[src/rtl/spdif_encoder.sv]
// spdif_encoder: biphase-mark stereo PCM serialiser.
// Emits 32-slot B/M/W subframes in 192-frame blocks.
module spdif_encoder #(
  parameter int CLK_DIV = 4,
  parameter int DATA_W  = 24
) (
  input  logic              clk,
  input  logic              reset,
  input  logic              ena,
  input  logic              sample_valid,
  output logic              sample_ready,
  input  logic [DATA_W-1:0] sample_left,
  input  logic [DATA_W-1:0] sample_right,
  input  logic [31:0]       chstat,
  output logic              tx_out,
  output logic              frame_start,
  output logic              block_start,
  output logic              underrun
);

  localparam int DW = $clog2(CLK_DIV);

  localparam logic [0:0] S_IDLE = 1'b0;
  localparam logic [0:0] S_RUN  = 1'b1;

  localparam logic [7:0] PRE_B = 8'b1110_1000;
  localparam logic [7:0] PRE_M = 8'b1110_0010;
  localparam logic [7:0] PRE_W = 8'b1110_0100;

  logic [0:0]        state;
  logic [DW-1:0]     div;
  logic [6:0]        hc;
  logic [7:0]        fidx;
  logic              hold_full;
  logic              hold_full_n;
  logic [DATA_W-1:0] hold_l;
  logic [DATA_W-1:0] hold_r;
  logic [31:0]       word_l;
  logic [31:0]       word_r;
  logic              inv;

  logic        take;
  logic        tick;
  logic        fstart;
  logic        last_div;
  logic        is_pre;
  logic [4:0]  slot;
  logic [31:0] cur_word;
  logic [7:0]  pat;
  logic        inv_now;
  logic        c_bit;
  logic        tx_n;

  // Slots 4..27 hold the MSB-aligned sample; P makes 4..31 even.
  function automatic logic [31:0] mk_word(
    input logic [DATA_W-1:0] s,
    input logic              v,
    input logic              c
  );
    logic [23:0] a;
    logic [31:0] w;
    a = '0;
    a[23 -: DATA_W] = s;
    w = {1'b0, c, 1'b0, v, a, 4'b0000};
    w[31] = ^w[30:4];
    return w;
  endfunction

  assign take     = sample_valid & sample_ready;
  assign last_div = (div == DW'(CLK_DIV - 1));
  assign tick     = (state == S_RUN) && (div == '0) && ena;
  assign fstart   = tick && (hc == 7'd0);
  assign slot     = hc[5:1];
  assign is_pre   = (hc[5:3] == 3'd0);
  assign cur_word = hc[6] ? word_r : word_l;
  assign c_bit    = (fidx < 8'd32) ? chstat[fidx[4:0]] : 1'b0;

  assign pat = hc[6] ? PRE_W :
               ((fidx == 8'd0) ? PRE_B : PRE_M);

  // Preamble polarity follows the level left by the previous cell.
  assign inv_now = (hc[2:0] == 3'd0) ? tx_out : inv;

  always_comb begin
    hold_full_n = hold_full;
    if (fstart) hold_full_n = 1'b0;
    if (take)   hold_full_n = 1'b1;
  end

  always_comb begin
    tx_n = tx_out;
    unique case (1'b1)
      is_pre:
        tx_n = pat[3'd7 - hc[2:0]] ^ inv_now;
      (!is_pre && !hc[0]):
        tx_n = ~tx_out;
      (!is_pre && hc[0]):
        tx_n = tx_out ^ cur_word[slot];
    endcase
  end

  always_ff @(posedge clk) begin
    if (reset) begin
      state        <= S_IDLE;
      div          <= '0;
      hc           <= '0;
      fidx         <= '0;
      hold_full    <= 1'b0;
      hold_l       <= '0;
      hold_r       <= '0;
      word_l       <= '0;
      word_r       <= '0;
      inv          <= 1'b0;
      tx_out       <= 1'b0;
      sample_ready <= 1'b0;
      frame_start  <= 1'b0;
      block_start  <= 1'b0;
      underrun     <= 1'b0;
    end else begin
      frame_start  <= 1'b0;
      block_start  <= 1'b0;
      underrun     <= 1'b0;
      hold_full    <= hold_full_n;
      sample_ready <= ~hold_full_n;
      if (take) begin
        hold_l <= sample_left;
        hold_r <= sample_right;
      end
      if (state == S_IDLE || !ena) begin
        tx_out <= 1'b0;
        div    <= '0;
        hc     <= '0;
        fidx   <= '0;
        state  <= ena ? S_RUN : S_IDLE;
      end else begin
        div <= last_div ? '0 : div + DW'(1);
        if (last_div) begin
          hc <= hc + 7'd1;
          if (hc == 7'd127)
            fidx <= (fidx == 8'd191) ? 8'd0 : fidx + 8'd1;
        end
        if (tick) begin
          tx_out <= tx_n;
          if (is_pre && hc[2:0] == 3'd0)
            inv <= tx_out;
        end
        if (fstart) begin
          frame_start <= 1'b1;
          block_start <= (fidx == 8'd0);
          underrun    <= ~hold_full;
          if (hold_full) begin
            word_l <= mk_word(hold_l, 1'b0, c_bit);
            word_r <= mk_word(hold_r, 1'b0, c_bit);
          end else begin
            word_l <= mk_word('0, 1'b1, c_bit);
            word_r <= mk_word('0, 1'b1, c_bit);
          end
        end
      end
    end
  end

endmodule
[config.mk]
export PLATFORM = sky130hd
export DESIGN_NAME = spdif_encoder
export DESIGN_NICKNAME = d
export VERILOG_FILES = /design/src/rtl/spdif_encoder.sv
export SDC_FILE = /design/constraint.sdc
export NUM_CORES = 1
export LEC_CHECK = 0
export CELL_PAD_IN_SITES_DETAIL_PLACEMENT = 0
export CELL_PAD_IN_SITES_GLOBAL_PLACEMENT = 1
export CORE_UTILIZATION = 44
export CTS_CLUSTER_SIZE = 24
export DETAILED_ROUTE_END_ITERATION = 10
export GPL_TIMING_DRIVEN = 0
export PLACE_DENSITY_LB_ADDON = 0.25
export SLEW_MARGIN = 5
export SYNTH_ARGS = -nofsm -noshare
export SYNTH_HDL_FRONTEND = slang
export SYNTH_SLANG_ARGS = --single-unit
[constraint.sdc]
create_clock -name clk -period 5.4 [get_ports clk]
set_input_delay 0.54 -clock clk [delete_from_list [all_inputs] [get_ports clk]]
set_output_delay 0.54 -clock clk [all_outputs]
set_load 0.01 [all_outputs]
Yosys cells after proc, flatten, opt, wreduce, memory -nomap -nowiden

Index checks and enable logic that the tools add are counted.

Flip-flop bits (word level): 137
Logic and storage cells: 78
Output and inout port bits: 5
Input port bits: 84

Reductions and logical operators: 24
Muxes and demuxes: 19
Order comparisons: 4
Bitwise gates (word level): 9
Eq/ne operators: 3
Add/subtract/negate cells: 4

Operator list:

| kind                  | number |
|---|---|
| $mux W32              | 3 |
| $reduce_xor A27 Y1    | 3 |
| $lt A5 B6 Y1 const B  | 2 |
| $bmux W1 S5           | 2 |
| $mux W1               | 9 |
| $add A8 B1 Y8 const B | 1 |
| $eq A8 B8 Y1 const B  | 1 |
| $logic_not A8 Y1      | 1 |
| $lt A8 B6 Y1 const B  | 1 |
| $mux W4               | 2 |
| $mux W8               | 1 |
| $add A7 B1 Y7 const B | 1 |
| $eq A7 B7 Y1 const B  | 1 |
| $logic_not A7 Y1      | 1 |
| $logic_and A1 B1 Y1   | 6 |
| $logic_not A3 Y1      | 2 |
| $not A1 Y1            | 6 |
| $reduce_or A3 Y1      | 2 |
| $lt A3 B4 Y1 const B  | 1 |
| $reduce_and A2 Y1     | 2 |
| $bmux W1 S3           | 1 |
| $logic_not A1 Y1      | 3 |
| $pmux W1 S3           | 1 |
| $reduce_and A3 Y1     | 1 |
| 8 further kinds       | 9 |

Logic depth before layout (Yosys ltp)

Gate-level depths: netlist of run 1.

Word-level depth: 7
Gate-level depth with buffers: 14
Gate-level depth less buffers: 9

Least setup slack after synthesis of run 1

Ideal clock, no wire load.

Kind: register -> register
From: register hc[1]
To: register word_l[10]
Arrival: 2488 ps
Data required time: 5283 ps
Clock period less this slack: 2604 ps
Stages on the path, launching flop included: 15
Setup slack: 2796 ps
Path buffers: 5
Library setup time: 117 ps
Cells stage by stage: dfxtp_1 > buf_2 > clkbuf_1 > inv_1 > ha_1 > and2b_1 > and3_1 > nor2b_1 > buf_2 > nand2b_1 > inv_2 > and2_1 > buf_2 > buf_2 > a22o_1

Cells in the longest elaborated chain, start to end: 3

RTL lines:

| what                        | line | text |
|---|---|---|
| start, declared             | 32   | `logic [6:0] hc;` |
| start signal, assigned      | 138  | `hc <= hc + 7'd1;` |
| $logic_not A7 Y1            | 72   | `assign fstart = tick && (hc == 7'd0);` |
| $logic_and A1 B1 Y1         | 72   |  |
| $reduce_and A2 Y1 (no line) | n/a  |  |
| end signal, assigned        | 152  | `word_l <= mk_word(hold_l, 1'b0, c_bit);` |
| end signal, assigned        | 155  | `word_l <= mk_word('0, 1'b1, c_bit);` |
| end, declared               | 38   | `logic [31:0] word_l;` |

No other way between the ends.
A chain may end at the register's enable or synchronous reset.

Final worst setup path of run 1

From: register hc[1]
To: register word_l[24]

Same word-level chain as after synthesis.

==> results.txt, run 1 <==
DRT Wirelength: 13100 µm
Cts hold-fix bufs: 0
Rows: 40
Die W: 115 µm
Commonest non-fill, non-tap cells in the layout: dfxtp_1, nand2_1, clkdlybuf4s50_1
Top cells by area, synth: dfxtp_1, nand2_1, a22o_1
DP HPWL: 9990 µm
Yosys warns: 0
Synth unique cells: 47
Total CTS buffers: 17
Drt first pass iters: 4
1st-iter DRT viols: 125
Post-synth EDFFs: 0
Full die area: 0.0131 mm²
Worst setup SP type: flip-flop
Post-synth top area share: 44.9%
Unrepaired setup endpoints after global routing: false
First-pass GRT wire length: 22100 µm
Cell count after synthesis: 581
Clk pin slew, worst setup/hold paths: 0.06 ns
Vias: 4446
Synth area leader: dfxtp_1
Overflow left after global routing: 0
DRC violation count after routing: 0
Core Util, Final: 59.6%
Initial antenna violation count: 0
CTS resizes: 0
Count of boundary I/O pins: 89
Minimum clock period: 3.41 ns
Max Buffers Root-to-Sink: 2
Layout cells sized above 1: 8.14%
# Max-Cap Violations: 0
Worst-margin pin slew: 0.623 ns
Diodes inserted: 0
TritonCTS clock tree: yes
Area Overhead vs Synth: 29.9%
Final setup viols: 0
Largest net degree at the start of global routing: 17
Status: complete, no violations
Core ar.: 0.0122 mm²
Initial core utilization: 45.9%
CP Class: reg -> reg
Slew Limit Fails: 0
Place WS: 2.03 ns
CP Capture Type: flip-flop
Final GP Congestion: 0.777
WP data arrival: 3.77 ns
H-tree levels: 4
Lkg Pwr: 2.63 nW
Synthesized area per cell: 9.60 µm²
Upper clock frequency limit: 294 MHz
Worst Slack Setup Final: 1.99 ns
Root buffer cell: clkbuf_16
WP data required: 5.76 ns
PwrDens: 320 mW/mm²
Postcts setup bufs: 0
Final #Nets: 777
WL per Instance: 15.0 µm
Hold Fails Final Rpt: 0
Peak supply drop: 0.207 mV
Setup Skew: 0.00868 ns
Die height: 115 µm
TritonCTS Sinks: 125
Total Power: 0.00232 W
Max FO, Critical Path: 10
Placement Cell Area: 0.00666 mm²
FF+latch count, synth: 125
Input/output buffers: 87
Async S/R FF share, synth: 0%
Post-synth top flop: dfxtp_1
Final period util: 63.1%
Net count after synthesis: 671
Seq/Total Area, Yosys: 44.9%
Commonest non-fill, non-tap cell in the layout: dfxtp_1
Vias/cell: 5.12
Post-Route Setup TNS: 0 ns
Slew headroom: 58.3%
Tot GR Track Use: 22.1%
Post-DRT Antenna Nets: 0
Post-route cell area: 0.00725 mm²
Vias in the first global route: 4564
Worst skew pair latency: 0.42 ns
Worst hold-check path type: reg -> reg
Post-Syn Area: 0.00558 mm²
final cells by class:
class,count,area [µm²]
Buffer,44,186
Clock buffer,23,478
Clock inverter,9,110
Fill cell,1097,4910
Inverter,9,33.8
Multi-Input combinational cell,403,2860
Sequential cell,125,2500
Tap cell,168,210
Timing Repair Buffer,87,871
routing by layer:
metal	GRT usage, %	wire (µm)	up-vias
met5	0	0	-
met4	10.1	311	0
met3	4.13	351	23
met2	37.9	6440	80
met1	26.9	5950	2092
li1	-	-	2251
power by group:
part / switching (W) / internal [W] / leakage [nW]
clock network: 0.000403 / 0.000715 / 0.280
registers: 0.0000210 / 0.000945 / 1.01
logic: 0.0000980 / 0.000136 / 1.34
total: 0.000522 / 0.00180 / 2.63
per-stage QoR:
stage,hold WS [ns],std cells
2_1_floorplan,0.425,581
3_3_place_gp,0.432,836
3_5_place_dp,0.436,836
4_1_cts,0.443,868
5_1_grt,0.478,868
6_report,0.441,868
state kept, by name, summed over array words and instances, names as in the netlist:
name,count
hc,7
inv,1
hold_full,1
tx_out,1
fidx,8
state,1
word_l,27
sample_ready,1
block_start,1
frame_start,1
div,2
hold_l,24
word_r,25
hold_r,24
underrun,1
final timing paths:
kind / cells past startpoint / startpoint / slack, ns / end
max: 11 / hc[1]$_SDFFE_PP0P_ / 1.99 / word_l[24]$_SDFFE_PP0P_
min: 2 / word_l[31]$_SDFFE_PP0P_ / 0.44 / word_l[31]$_SDFFE_PP0P_
max reg2reg: 11 / hc[1]$_SDFFE_PP0P_ / 1.99 / word_l[24]$_SDFFE_PP0P_
min reg2reg: 2 / word_l[31]$_SDFFE_PP0P_ / 0.44 / word_l[31]$_SDFFE_PP0P_
critical path: stages, from the launching register on:
cell	delay, ns
dfxtp_1	0.32
buf_2	0.27
clkbuf_1	0.41
inv_1	0.17
ha_1	0.22
and2b_1	0.17
and3_1	0.21
nor2b_1	0.15
buf_2	0.17
nor2_1	0.50
clkbuf_1	0.52
a22o_1	0.23
cells in the mapped netlist (all sizes together), types with 5 or more instances:
cell type,instances
a22o,44
mux2i,16
xor2,13
o21ai,5
nor3b,5
inv,9
nor3,7
xnor2,42
nand2,115
mux4,19
a21oi,56
buf,15
nand3,7
clkbuf,29
ha,6
nor2,23
dfxtp,125
kinds of logic (layout without fill, tap and decap cells):
group / count (synthesis) / after routing / synth area share [%]
compound gates: 119 / 119 / 14.5
xor+xnor: 57 / 57 / 9.44
fa+ha+maj: 6 / 6 / 1.35
flops: 125 / 125 / 44.9
simple gates: 184 / 184 / 14.5
buf+inv: 53 / 172 / 3.95
mux: 37 / 37 / 11.4
No activity file was read; power rests on OpenSTA's default activity.
==> run 2: changes to the inputs <==
--- a/config.mk
+++ b/config.mk
@@ -7,7 +7,7 @@
 export LEC_CHECK = 0
 export CELL_PAD_IN_SITES_DETAIL_PLACEMENT = 0
 export CELL_PAD_IN_SITES_GLOBAL_PLACEMENT = 1
-export CORE_UTILIZATION = 44
+export CORE_UTILIZATION = 41
 export CTS_CLUSTER_SIZE = 24
 export DETAILED_ROUTE_END_ITERATION = 10
 export GPL_TIMING_DRIVEN = 0
==> constraint.sdc (replaced) <==
create_clock -name clk -period 3.6 [get_ports clk]
set_input_delay 0.36 -clock clk [delete_from_list [all_inputs] [get_ports clk]]
set_output_delay 0.36 -clock clk [all_outputs]
set_load 0.01 [all_outputs]
==> results.txt, run 2 (same netlist as run 1, synthesis figures left out) <==
Status: complete, no violations
WP data arrival: 3.64 ns (-0.13 ns)
Commonest non-fill, non-tap cells in the layout: dfxtp_1, nand2_1, clkdlybuf4s50_1
Clk pwr share: 46.8% (-1.4 points)
Vias/cell: 5.11 (-0.24%)
DP HPWL: 10100 µm (+0.77%)
Vias in the first global route: 4482 (-1.8%)
Initial core utilization: 42.1% (-3.7 points)
Metal3 WL: 437 µm (+25%)
Multi-input gate area: 0.00286 mm² (about the same)
Full die area: 0.0141 mm² (+7.2%)
Layout cells sized above 1: 8.30% (+0.15 points)
Logic pwr share: 10.4% (+0.3 points)
Tot GR Track Use: 20.1% (-1.9 points)
DRT Wirelength: 13100 µm (+0.61%)
Final period util: 91.0% (+28 points)
Filler instances: 1255 (+14%)
Vias: 4471 (+0.56%)
Final GP Congestion: 0.773 (-0.52%)
Upper clock frequency limit: 305 MHz (+3.9%)
Max FO, Critical Path: 10 (unchanged)
Input/output buffers: 87 (unchanged)
Post-Route Setup TNS: 0 ns (unchanged)
Switching Fraction: 23.2% (+0.68 points)
First-pass GRT wire length: 22000 µm (-0.25%)
Worst skew pair latency: 0.42 ns (about the same)
Minimum clock period: 3.28 ns (-0.129 ns)
Root buffer cell: clkbuf_16
Final #Nets: 777 (unchanged)
Placed Instances: 844 (+0.96%)
H-tree levels: 4 (unchanged)
Worst hold-check path type: reg -> reg
Peak supply drop: 0.368 mV (+77%)
Worst-margin pin slew: 0.595 ns (-0.0279 ns)
Max Used Layer: met4
Max Buffers Root-to-Sink: 2 (unchanged)
CP max stage delay: 0.50 ns (-0.02 ns)
CP Class: reg -> reg
Diodes inserted: 0 (unchanged)
Worst setup SP type: flip-flop
TritonCTS clock tree: yes
Seq pwr share: 42.8% (+1.1 points)
Cell chain of the critical path: buf_2, clkbuf_1, inv_1, ha_1, and2b_1, and3_1, nor2b_1, buf_2, nor2_2, clkbuf_1, a22o_1
Core ar.: 0.0132 mm² (+8.9%)
FF-to-FF setup slack: 0.32 ns (-1.67 ns)
Total CTS buffers: 17 (unchanged)
Reg with most FFs: word_l
Reg area: 0.00250 mm² (unchanged)
Slew Limit Fails: 0 (unchanged)
Unrepaired setup endpoints after global routing: false
Setup Skew: 0.0101 ns (+0.00139 ns)
Die W: 119 µm (+3.5%)
PwrDens: 469 mW/mm² (+46%)
Overflow left after global routing: 0 (unchanged)
Core Util, Final: 54.5% (-5.0 points)
Commonest non-fill, non-tap cell in the layout: dfxtp_1
CP Capture Type: flip-flop
Max reg flops: 27 (unchanged)
TritonCTS Sinks: 125 (unchanged)
Clk pin slew, worst setup/hold paths: 0.05 ns (about the same)
CP bufs+invs: 5 (unchanged)
Met2 WL: 6630 µm (+2.9%)
Post-DRT Antenna Nets: 0 (unchanged)
Post-Layout Cell Count: 875 (+0.81%)
Initial antenna violation count: 1 (+1)
Rows: 42 (+5.0%)
Area Overhead vs Synth: 29.5%
WP data required: 3.96 ns (-1.80 ns)
Metal-1 WL: 5950 µm (about the same)
Die height: 119 µm (+3.5%)
Lkg Pwr: 2.62 nW (-0.40%)
Net Sw Power: 0.000785 W (+50%)
Highest-delay cell along the critical path: clkbuf_1
Internal Power: 0.00260 W (+45%)
Hold Fails Final Rpt: 0 (unchanged)
Top Registers: word_l: 27 flops, word_r: 25 flops
Crit path max-delay family: buffers and inverters
1st-iter DRT viols: 142 (+14%)
# Max-Cap Violations: 0 (unchanged)
Count of boundary I/O pins: 89 (unchanged)
Final setup viols: 0 (unchanged)
Drt first pass iters: 4 (unchanged)
Slew headroom: 60.3% (+2.0 points)
DRC violation count after routing: 0 (unchanged)
WL per Instance: 15.0 µm (-0.19%)
Largest net degree at the start of global routing: 17 (unchanged)
## run 2: cell types whose count changed in the layout (fill, tap and decap cells not counted), sizes merged
cell / change
clkinv: +3
bufinv: -1
clkinvlp: -1
clkbuf: -2
## run 2: per-stage QoR
stage          worst slack, ns  cell area, µm²  hold slack [ns]  power [W]
6_report                 0.323            7220            0.451    0.00339
5_1_grt                 0.0881            7220            0.479    0.00352
4_1_cts                  0.167            7220            0.450    0.00341
3_5_place_dp             0.191            6670            0.443    0.00183
3_3_place_gp             0.260            6670            0.433    0.00183
2_1_floorplan            0.996            5580            0.425    0.00168
## run 2: worst paths after layout
check                                               end  depth (start not counted)                    start
worst min register to register  word_r[31]$_SDFFE_PP0P_                          2  word_r[31]$_SDFFE_PP0P_
worst min-delay path            word_r[31]$_SDFFE_PP0P_                          2  word_r[31]$_SDFFE_PP0P_
worst max register to register  word_l[20]$_SDFFE_PP0P_                         11       hc[1]$_SDFFE_PP0P_
worst max-delay path            word_l[20]$_SDFFE_PP0P_                         11       hc[1]$_SDFFE_PP0P_
## run 2: power by group through the flow
stage,sequential (W),combinational (W),clock [W]
final,0.00145,0.000351,0.00159
after global routing,0.00145,0.000384,0.00168
after CTS,0.00145,0.000355,0.00161
after detailed placement,0.00148,0.000352,0
after global placement,0.00148,0.000347,0
after floorplan,0.00147,0.000205,0
## run 2: tightest hold or removal path, stage by stage (launching register included)
cell	delay, ns
dfxtp_1	0.31
nand2_1	0.05
o21ai_1	0.05
## run 2: cell type report
| class | count | share of cell area (%) |
|---|---|---|
| inverters | 9 | 0.468 |
| multi-input cells | 403 | 39.6 |
| well taps | 176 | 3.05 |
| plain buffers | 44 | 2.58 |
| clock buffers | 21 | 6.37 |
| repair buffers | 87 | 12.1 |
| clock inverters | 10 | 1.26 |
| flip-flops and latches | 125 | 34.6 |
## run 2: layer usage
layer | track usage (%) | up-vias
met5 | 0 | -
met4 | 6.57 | 0
met3 | 5.12 | 10
met2 | 34.6 | 65
met1 | 24.5 | 2141
li1 | - | 2255
## run 2: repair_timing
item,CTS,global route
resized for setup,0,1
hold buffers,0,0
setup endpoints to repair,0,40
setup buffers,0,0
==> run 3: changes to the inputs <==
--- a/config.mk
+++ b/config.mk
@@ -10,6 +10,7 @@
 export CORE_UTILIZATION = 41
 export CTS_CLUSTER_SIZE = 24
 export DETAILED_ROUTE_END_ITERATION = 10
+export GPL_ROUTABILITY_DRIVEN = 0
 export GPL_TIMING_DRIVEN = 0
 export PLACE_DENSITY_LB_ADDON = 0.25
 export SLEW_MARGIN = 5
==> results of run 3 <==
The final DEF is identical to that of run 2; final timing and power are the same.
